==> src/rtl/bus8_pkg.sv <==
// Shared types and constants for the two-port 8-bit register bus master arbiter.
package bus8_pkg;

  typedef enum logic [1:0] {
    IDLE    = 2'd0,
    ISSUE   = 2'd1,
    WAIT_RD = 2'd2,
    DONE    = 2'd3
  } state_t;

  localparam logic [7:0] ERR_DATA_DEFAULT = 8'hFF;

  typedef logic req_idx_t;

endpackage

==> src/rtl/bus8_rr_arb2.sv <==
// Combinational two-way round-robin grant: on contention the requester not granted last wins.
module bus8_rr_arb2
  import bus8_pkg::*;
(
  input  logic [1:0] req,
  input  req_idx_t   last_gnt,
  output logic [1:0] gnt,
  output req_idx_t   gnt_idx
);

  always_comb begin
    gnt     = 2'b00;
    gnt_idx = 1'b0;
    if (req == 2'b11) begin
      gnt_idx = ~last_gnt;
      gnt     = last_gnt ? 2'b01 : 2'b10;
    end else if (req[1]) begin
      gnt_idx = 1'b1;
      gnt     = 2'b10;
    end else if (req[0]) begin
      gnt_idx = 1'b0;
      gnt     = 2'b01;
    end
  end

endmodule

==> src/rtl/bus8_master_arb_x2.sv <==
// Two-requester master for the 8-bit register bus: round-robin grant, one-cycle CS,
// read wait with timeout, and a registered per-requester acknowledge.
module bus8_master_arb_x2
  import bus8_pkg::*;
#(
  parameter int unsigned TIMEOUT_CYCLES = 15,
  parameter logic [7:0]  ERR_DATA       = ERR_DATA_DEFAULT
) (
  input  logic       i_Bus_Rst_L,
  input  logic       i_Bus_Clk,
  input  logic       i_M0_Req,
  input  logic       i_M0_Wr_Rd_n,
  input  logic [7:0] i_M0_Addr,
  input  logic [7:0] i_M0_Wr_Data,
  output logic       o_M0_Ack,
  output logic [7:0] o_M0_Rd_Data,
  output logic       o_M0_Err,
  input  logic       i_M1_Req,
  input  logic       i_M1_Wr_Rd_n,
  input  logic [7:0] i_M1_Addr,
  input  logic [7:0] i_M1_Wr_Data,
  output logic       o_M1_Ack,
  output logic [7:0] o_M1_Rd_Data,
  output logic       o_M1_Err,
  output logic       o_Bus_CS,
  output logic       o_Bus_Wr_Rd_n,
  output logic [7:0] o_Bus_Addr8,
  output logic [7:0] o_Bus_Wr_Data,
  input  logic [7:0] i_Bus_Rd_Data,
  input  logic       i_Bus_Rd_DV
);

  localparam logic [7:0] TO_LIMIT = 8'(TIMEOUT_CYCLES);

  state_t          state, state_nx;
  logic [7:0]      cnt, cnt_nx;
  req_idx_t        last_gnt, last_gnt_nx;
  req_idx_t        cur, cur_nx;
  logic [1:0]      arb_gnt;
  req_idx_t        arb_idx;
  logic            cs, cs_nx;
  logic            wr_rd_n, wr_rd_n_nx;
  logic [7:0]      addr, addr_nx;
  logic [7:0]      wdata, wdata_nx;
  logic [1:0]      ack, ack_nx;
  logic [1:0]      err, err_nx;
  logic [1:0][7:0] rd_data, rd_data_nx;

  bus8_rr_arb2 u_arb (
    .req      ({i_M1_Req, i_M0_Req}),
    .last_gnt (last_gnt),
    .gnt      (arb_gnt),
    .gnt_idx  (arb_idx)
  );

  // Every output is computed one cycle ahead so that all outputs come straight from flops.
  always_comb begin
    state_nx    = state;
    cnt_nx      = cnt;
    last_gnt_nx = last_gnt;
    cur_nx      = cur;
    cs_nx       = 1'b0;
    wr_rd_n_nx  = wr_rd_n;
    addr_nx     = addr;
    wdata_nx    = wdata;
    ack_nx      = 2'b00;
    err_nx      = 2'b00;
    rd_data_nx  = '0;
    case (state)
      IDLE: begin
        if (arb_gnt != 2'b00) begin
          cur_nx     = arb_idx;
          wr_rd_n_nx = arb_idx ? i_M1_Wr_Rd_n : i_M0_Wr_Rd_n;
          addr_nx    = arb_idx ? i_M1_Addr    : i_M0_Addr;
          wdata_nx   = arb_idx ? i_M1_Wr_Data : i_M0_Wr_Data;
          cs_nx      = 1'b1;
          state_nx   = ISSUE;
        end
      end
      ISSUE: begin
        if (wr_rd_n) begin
          ack_nx[cur] = 1'b1;
          state_nx    = DONE;
        end else begin
          cnt_nx   = '0;
          state_nx = WAIT_RD;
        end
      end
      WAIT_RD: begin
        // Data valid wins over a timeout landing in the same cycle.
        if (i_Bus_Rd_DV) begin
          ack_nx[cur]     = 1'b1;
          rd_data_nx[cur] = i_Bus_Rd_Data;
          state_nx        = DONE;
        end else if (cnt == TO_LIMIT) begin
          ack_nx[cur]     = 1'b1;
          rd_data_nx[cur] = ERR_DATA;
          err_nx[cur]     = 1'b1;
          state_nx        = DONE;
        end else begin
          cnt_nx = cnt + 8'd1;
        end
      end
      DONE: begin
        last_gnt_nx = cur;
        state_nx    = IDLE;
      end
      default: state_nx = IDLE;
    endcase
  end

  always_ff @(posedge i_Bus_Clk or negedge i_Bus_Rst_L) begin
    if (!i_Bus_Rst_L) begin
      state    <= IDLE;
      cnt      <= '0;
      last_gnt <= 1'b1;
      cur      <= 1'b0;
      cs       <= 1'b0;
      wr_rd_n  <= 1'b0;
      addr     <= '0;
      wdata    <= '0;
      ack      <= '0;
      err      <= '0;
      rd_data  <= '0;
    end else begin
      state    <= state_nx;
      cnt      <= cnt_nx;
      last_gnt <= last_gnt_nx;
      cur      <= cur_nx;
      cs       <= cs_nx;
      wr_rd_n  <= wr_rd_n_nx;
      addr     <= addr_nx;
      wdata    <= wdata_nx;
      ack      <= ack_nx;
      err      <= err_nx;
      rd_data  <= rd_data_nx;
    end
  end

  assign o_Bus_CS      = cs;
  assign o_Bus_Wr_Rd_n = wr_rd_n;
  assign o_Bus_Addr8   = addr;
  assign o_Bus_Wr_Data = wdata;
  assign o_M0_Ack      = ack[0];
  assign o_M0_Err      = err[0];
  assign o_M0_Rd_Data  = rd_data[0];
  assign o_M1_Ack      = ack[1];
  assign o_M1_Err      = err[1];
  assign o_M1_Rd_Data  = rd_data[1];

endmodule

==> config.mk <==
export PLATFORM = sky130hd
export DESIGN_NAME = bus8_master_arb_x2
export DESIGN_NICKNAME = d
export VERILOG_FILES = /design/src/rtl/bus8_pkg.sv /design/src/rtl/bus8_rr_arb2.sv /design/src/rtl/bus8_master_arb_x2.sv
export SDC_FILE = /design/constraint.sdc
export NUM_CORES = 1
export LEC_CHECK = 0
export ABC_AREA = 0
export BUFFER_PORTS_ARGS = -buffer_cell sky130_fd_sc_hd__buf_4
export CAP_MARGIN = 10
export CELL_PAD_IN_SITES_DETAIL_PLACEMENT = 1
export CELL_PAD_IN_SITES_GLOBAL_PLACEMENT = 2
export CORE_ASPECT_RATIO = 1.4
export CORE_UTILIZATION = 31
export CTS_CLUSTER_DIAMETER = 200
export DETAILED_ROUTE_END_ITERATION = 6
export PLACE_DENSITY = 0.86
export SLEW_MARGIN = 5
export SYNTH_ARGS = -nofsm -noshare
export SYNTH_HDL_FRONTEND = slang
export SYNTH_SLANG_ARGS = --single-unit
export TNS_END_PERCENT = 1
==> constraint.sdc <==
create_clock -name i_Bus_Clk -period 2.97 [get_ports i_Bus_Clk]
set_input_delay 0.4455 -clock i_Bus_Clk [delete_from_list [all_inputs] [get_ports i_Bus_Clk]]
set_output_delay 0.4455 -clock i_Bus_Clk [all_outputs]
set_load 0.03 [all_outputs]
* Word-level counts from Yosys, hierarchy flattened
Cells that the tools add are included.
** Operators by class
- Equality and inequality tests :: 10
- Magnitude comparators :: 2
- Bitwise logic cells :: 2
- Add/sub/neg operators :: 1
- Reduce and logical (&&, ||, !) cells :: 7
- Muxes and demuxes :: 33
** Operators with widths (count)
- two-way mux 16 bit :: 3
- two-way mux 8 bit :: 6
- two-way mux 2 bit :: 11
- AND 16 bit :: 1
- case mux 8 bit (2 select lines) :: 1
- adder 8 x 1 -> 8 bit, second input constant :: 1
- demux 8 bit (select 1 bit) :: 1
- == test 8 x 4 -> 1 bit, second input constant :: 1
- two-way mux 1 bit :: 8
- != test 2 bit, second input constant :: 4
- case mux 2 bit (4 select lines) :: 1
- == test 2 bit, second input constant :: 3
- case mux 2 bit (2 select lines) :: 1
- AND reduction 2 bit :: 2
- AND reduction 4 bit :: 1
- nonzero test 2 bit :: 2
- != test 3 bit, second input constant :: 1
- == test 2 x 1 -> 1 bit, second input constant :: 1
- logical NOT 2 bit :: 1
- less-than comparator 1 x 2 -> 1 bit, second input constant :: 1
- demux 1 bit (select 1 bit) :: 1
- >= comparator 1 bit, second input constant :: 1
- logical AND 1 bit :: 1
- NOT 1 bit :: 1
** Word-level totals
- Bits of input ports :: 47
- Flip-flop bits (word level) :: 50

* Longest topological paths before layout
- Depth after elaboration :: 7
- Depth in mapped cells :: 8

* Hierarchy
Synthesis repeated with hierarchy kept, for this count alone.
** Second synthesis, totals
- Cell total of the unflattened synthesis :: 203
- Area total of the unflattened synthesis :: 2262.2 µm²
** Modules (own cells, without submodules)
- bus8_master_arb_x2 :: area each 2235.9 µm², seq. area each 1252.5 µm², instances 1, cells an instance 199
- bus8_rr_arb2 :: area each 26.3 µm², seq. area each 0.0 µm², instances 1, cells an instance 4

* Least setup slack after synthesis
Ideal clock, no wire load.
- Path type :: reg2reg
- Start point :: register state[0]
- End point :: register cnt[5]
- Stages on the path, launching flop included :: 8
- Arrival :: 1.901 ns
- Slack :: 0.982 ns
- Period minus slack after synthesis :: 1.988 ns
- Data required time :: 2.883 ns
- Path through :: dfrtp_1 > inv_1 > ha_1 > buf_2 > nor2b_1 > o21ai_4 > or4_2 > o211ai_1
** Between the ends
- Cells in the longest elaborated chain, start to end :: 3
- Elaborated cells between the ends (all ways) :: 8
- Classes of those cells :: eq/ne (5); mux (1); reduce/logical (2)
** RTL lines
- start: declaration :: line bus8_master_arb_x2.sv:35 : state_t state, state_nx;
- start signal: assignment :: line bus8_master_arb_x2.sv:126 : state <= state_nx;
- == test 2 bit / == test 2 x 1 -> 1 bit (equally long branches) :: line bus8_master_arb_x2.sv:69 : case (state)
- != test 2 bit (no source line) / nonzero test 2 bit (equally long branches)
- AND reduction 4 bit (no source line)
- end signal: assignment :: line bus8_master_arb_x2.sv:127 : cnt <= cnt_nx;
- end: declaration :: line bus8_master_arb_x2.sv:36 : logic [7:0] cnt, cnt_nx;
Several ways; a longest one is shown, not always the timed one.
A chain may end at the register's enable or synchronous reset.

* Final worst setup path
- Start point :: register state[1]
- End point :: register cnt[5]
The elaborated chain is that of the path after synthesis.

==> metrics.txt <==
clock sinks=50; die height=102.8 µm; CTS buffer count=5; Warnings, synthesis=0; Setup crit end kind=flop; top post-synthesis cells by area=dfrtp_1 (55%), o21ai_0 (8.2%), mux2i_1 (7.6%), nand2_1 (5.8%), ha_1 (3.3%); actual slew at the worst max-slew pin=0.6459 ns; worst skew pair latency=0.31 ns; share of synthesized registers carrying an async set or reset=100.0%; Hold Violations, Final=0; largest net degree at the start of global routing=51; initial DRC count=95; DRT Wirelength=5659 µm; routability congestion estimate=0.7620; RSZ-0062 raised after global routing=false; row count=36; Startpoint Class=flop; setup TNS=0 ns; fmax=0.4679 GHz; first-pass GRT wire length=8976 µm; Post-CTS Setup Inserts=0; Clock Tree Buf Depth=2; Fillers=787; Seq cells post-synth=50; Max transition margin=56.54%; Mean Syn Cell Area=10.51 µm²; routed via count=1894; Horiz. Die Dim=74.00 µm; initial antenna violation count=0; CTS tree=built; VDD IR max=351.4 µV; Final Net Count=352; vias per cell=4.807; share of the synthesized area in the top cell type=54.51%; clock skew=0.009012 ns; maximum fanout along the worst path=10; syn_nets=267; initial core utilization=32.22%; Synth top cells by count=dfrtp_1 (49), o21ai_0 (37), nand2_1 (35); CTS resizes=0; status=finished, final reports clean; power per cell area=883.8 nW/µm²; clock root buffer=clkbuf_8; area leader, netlist=dfrtp_1; n_diodes=0; Max Cap Violations=0; Tot GR Track Use=15.66%; DR WL/cell=14.36 µm; Layout area overhead=37.71%; Core ar.=6982 µm²; cell area after synthesis=2250 µm²; Mapped Cells=214; post-synthesis sequential area ratio=55.67%; Crit Path Class=flop to flop; max-slew violations=0; Worst Path Required=3.20 ns; HP Class=primary input to async pin; # setup viols final=0; Final min period=2.137 ns; main flop type after synthesis=dfrtp_1; ANT nets after route=0; Final HPWL DP=4284 µm; placed standard-cell area=2990 µm²; Pleak=1.551 nW; layout cell share with drive strength beyond 1=35.12%; input/output buffers=84; final instance area=3098 µm²; H-tree Lvls=2; Final period util=71.96%; grt ovf=0; Top Ports=85; number of synthesized flops with an enable pin=0; drt drc=0; clock-pin slew on the worst setup and hold paths=0.09 ns; full die area=7606 µm²; worst endpoint data arrival time=2.36 ns; drt pass-1 iters=4; CTS Hold Bufs=0; most frequent cell after synthesis=dfrtp_1; number of global-route vias before repair=1900; Yosys cell types=38
## state kept, by name, summed over array words and instances, names as in the netlist, 2 cells and up
register,cells
err,2
o_M0_Rd_Data,8
o_Bus_Addr8,8
ack,2
state,2
o_Bus_Wr_Data,8
cnt,8
o_M1_Rd_Data,8
## per-layer routing
layer,track usage [%],wire length [µm]
met3,4.497,314
met4,4.882,70
met5,0,0
met2,28.46,3072
met1,17.30,2201
## critical path, cell delays in order, from the launching register on
cell      delay (ns)
dfrtp_1         0.44
inv_1           0.10
ha_1            0.22
nand2_1         0.26
nand4_1         0.27
or4_2           0.67
o211ai_1        0.10
## worst paths after layout
path	startpoint	to	slack, ns	cells past startpoint
max	state[1]$_DFFE_PN0P_	cnt[5]$_DFFE_PN0P_	0.83	6
min	i_Bus_Rst_L	o_Bus_Wr_Data[1]$_DFFE_PN0P_	0.15	1
max reg2reg	state[1]$_DFFE_PN0P_	cnt[5]$_DFFE_PN0P_	0.83	6
min reg2reg	o_Bus_Wr_Data[2]$_DFFE_PN0P_	o_Bus_Wr_Data[2]$_DFFE_PN0P_	0.49	2
max in group asynchronous	i_Bus_Rst_L	state[1]$_DFFE_PN0P_	2.38	1
min in group i_Bus_Clk	i_Bus_Rd_Data[6]	o_M1_Rd_Data[6]$_DFF_PN0_	0.41	3
## area by class of cell
cell class,count,area (µm²),share of cell area (%)
clock inverter,2,38.79,1.252
tap,95,118.9,3.837
timing repair buffer,87,653.1,21.08
clock buffer,5,68.82,2.221
sequential,50,1252,40.43
inverter,7,26.28,0.8481
multi-input combinational,148,939.7,30.33
## through the flow
stage          hold slack (ns)  instances  worst slack [ns]  utilization [%]  power [mW]
2_1_floorplan           0.1499        214            0.9822                -       1.803
3_3_place_gp            0.4619        387            0.9529            42.83       2.258
3_5_place_dp            0.4722        387            0.8495            42.83       2.297
4_1_cts                 0.1746        394            0.8235            44.37       2.777
5_1_grt                 0.2001        394            0.6595            44.37       2.932
6_report                0.1466        394            0.8328            44.37       2.738
## where the power goes
part | leakage [nW] | switching, mW | total, mW | internal, mW
Sequential | 0.656 | 0.130 | 1.01 | 0.882
Combinational | 0.840 | 0.770 | 1.25 | 0.477
Clock | 0.0542 | 0.230 | 0.478 | 0.248
Total | 1.55 | 1.13 | 2.74 | 1.61
## kinds of logic after synthesis
group	Yosys count	share of synthesized area, %
multiplexers	19	8.732
AND/OR/NAND/NOR	60	12.46
AO/OA/AOI/OAI	63	16.91
flip-flops	50	55.67
adder cells (fa/ha/maj)	6	3.337
buffers and inverters	16	2.892
## placed cells by master, fill, tap and decap left out, types with 2 or more instances in the layout
| cell type | n |
|---|---|
| buf_4 | 87 |
| dfrtp_1 | 49 |
| o21ai_0 | 37 |
| nand2_1 | 35 |
| mux2i_1 | 17 |
| inv_1 | 7 |
| nor2_1 | 6 |
| a31oi_1 | 6 |
| ha_1 | 6 |
| clkbuf_8 | 5 |
| nand3_1 | 4 |
| o211ai_1 | 4 |
| nand2b_1 | 3 |
| a21oi_1 | 3 |
| o31ai_1 | 3 |
| nor4_1 | 2 |
| or4_1 | 2 |
No activity file was read; power rests on OpenSTA's default activity.
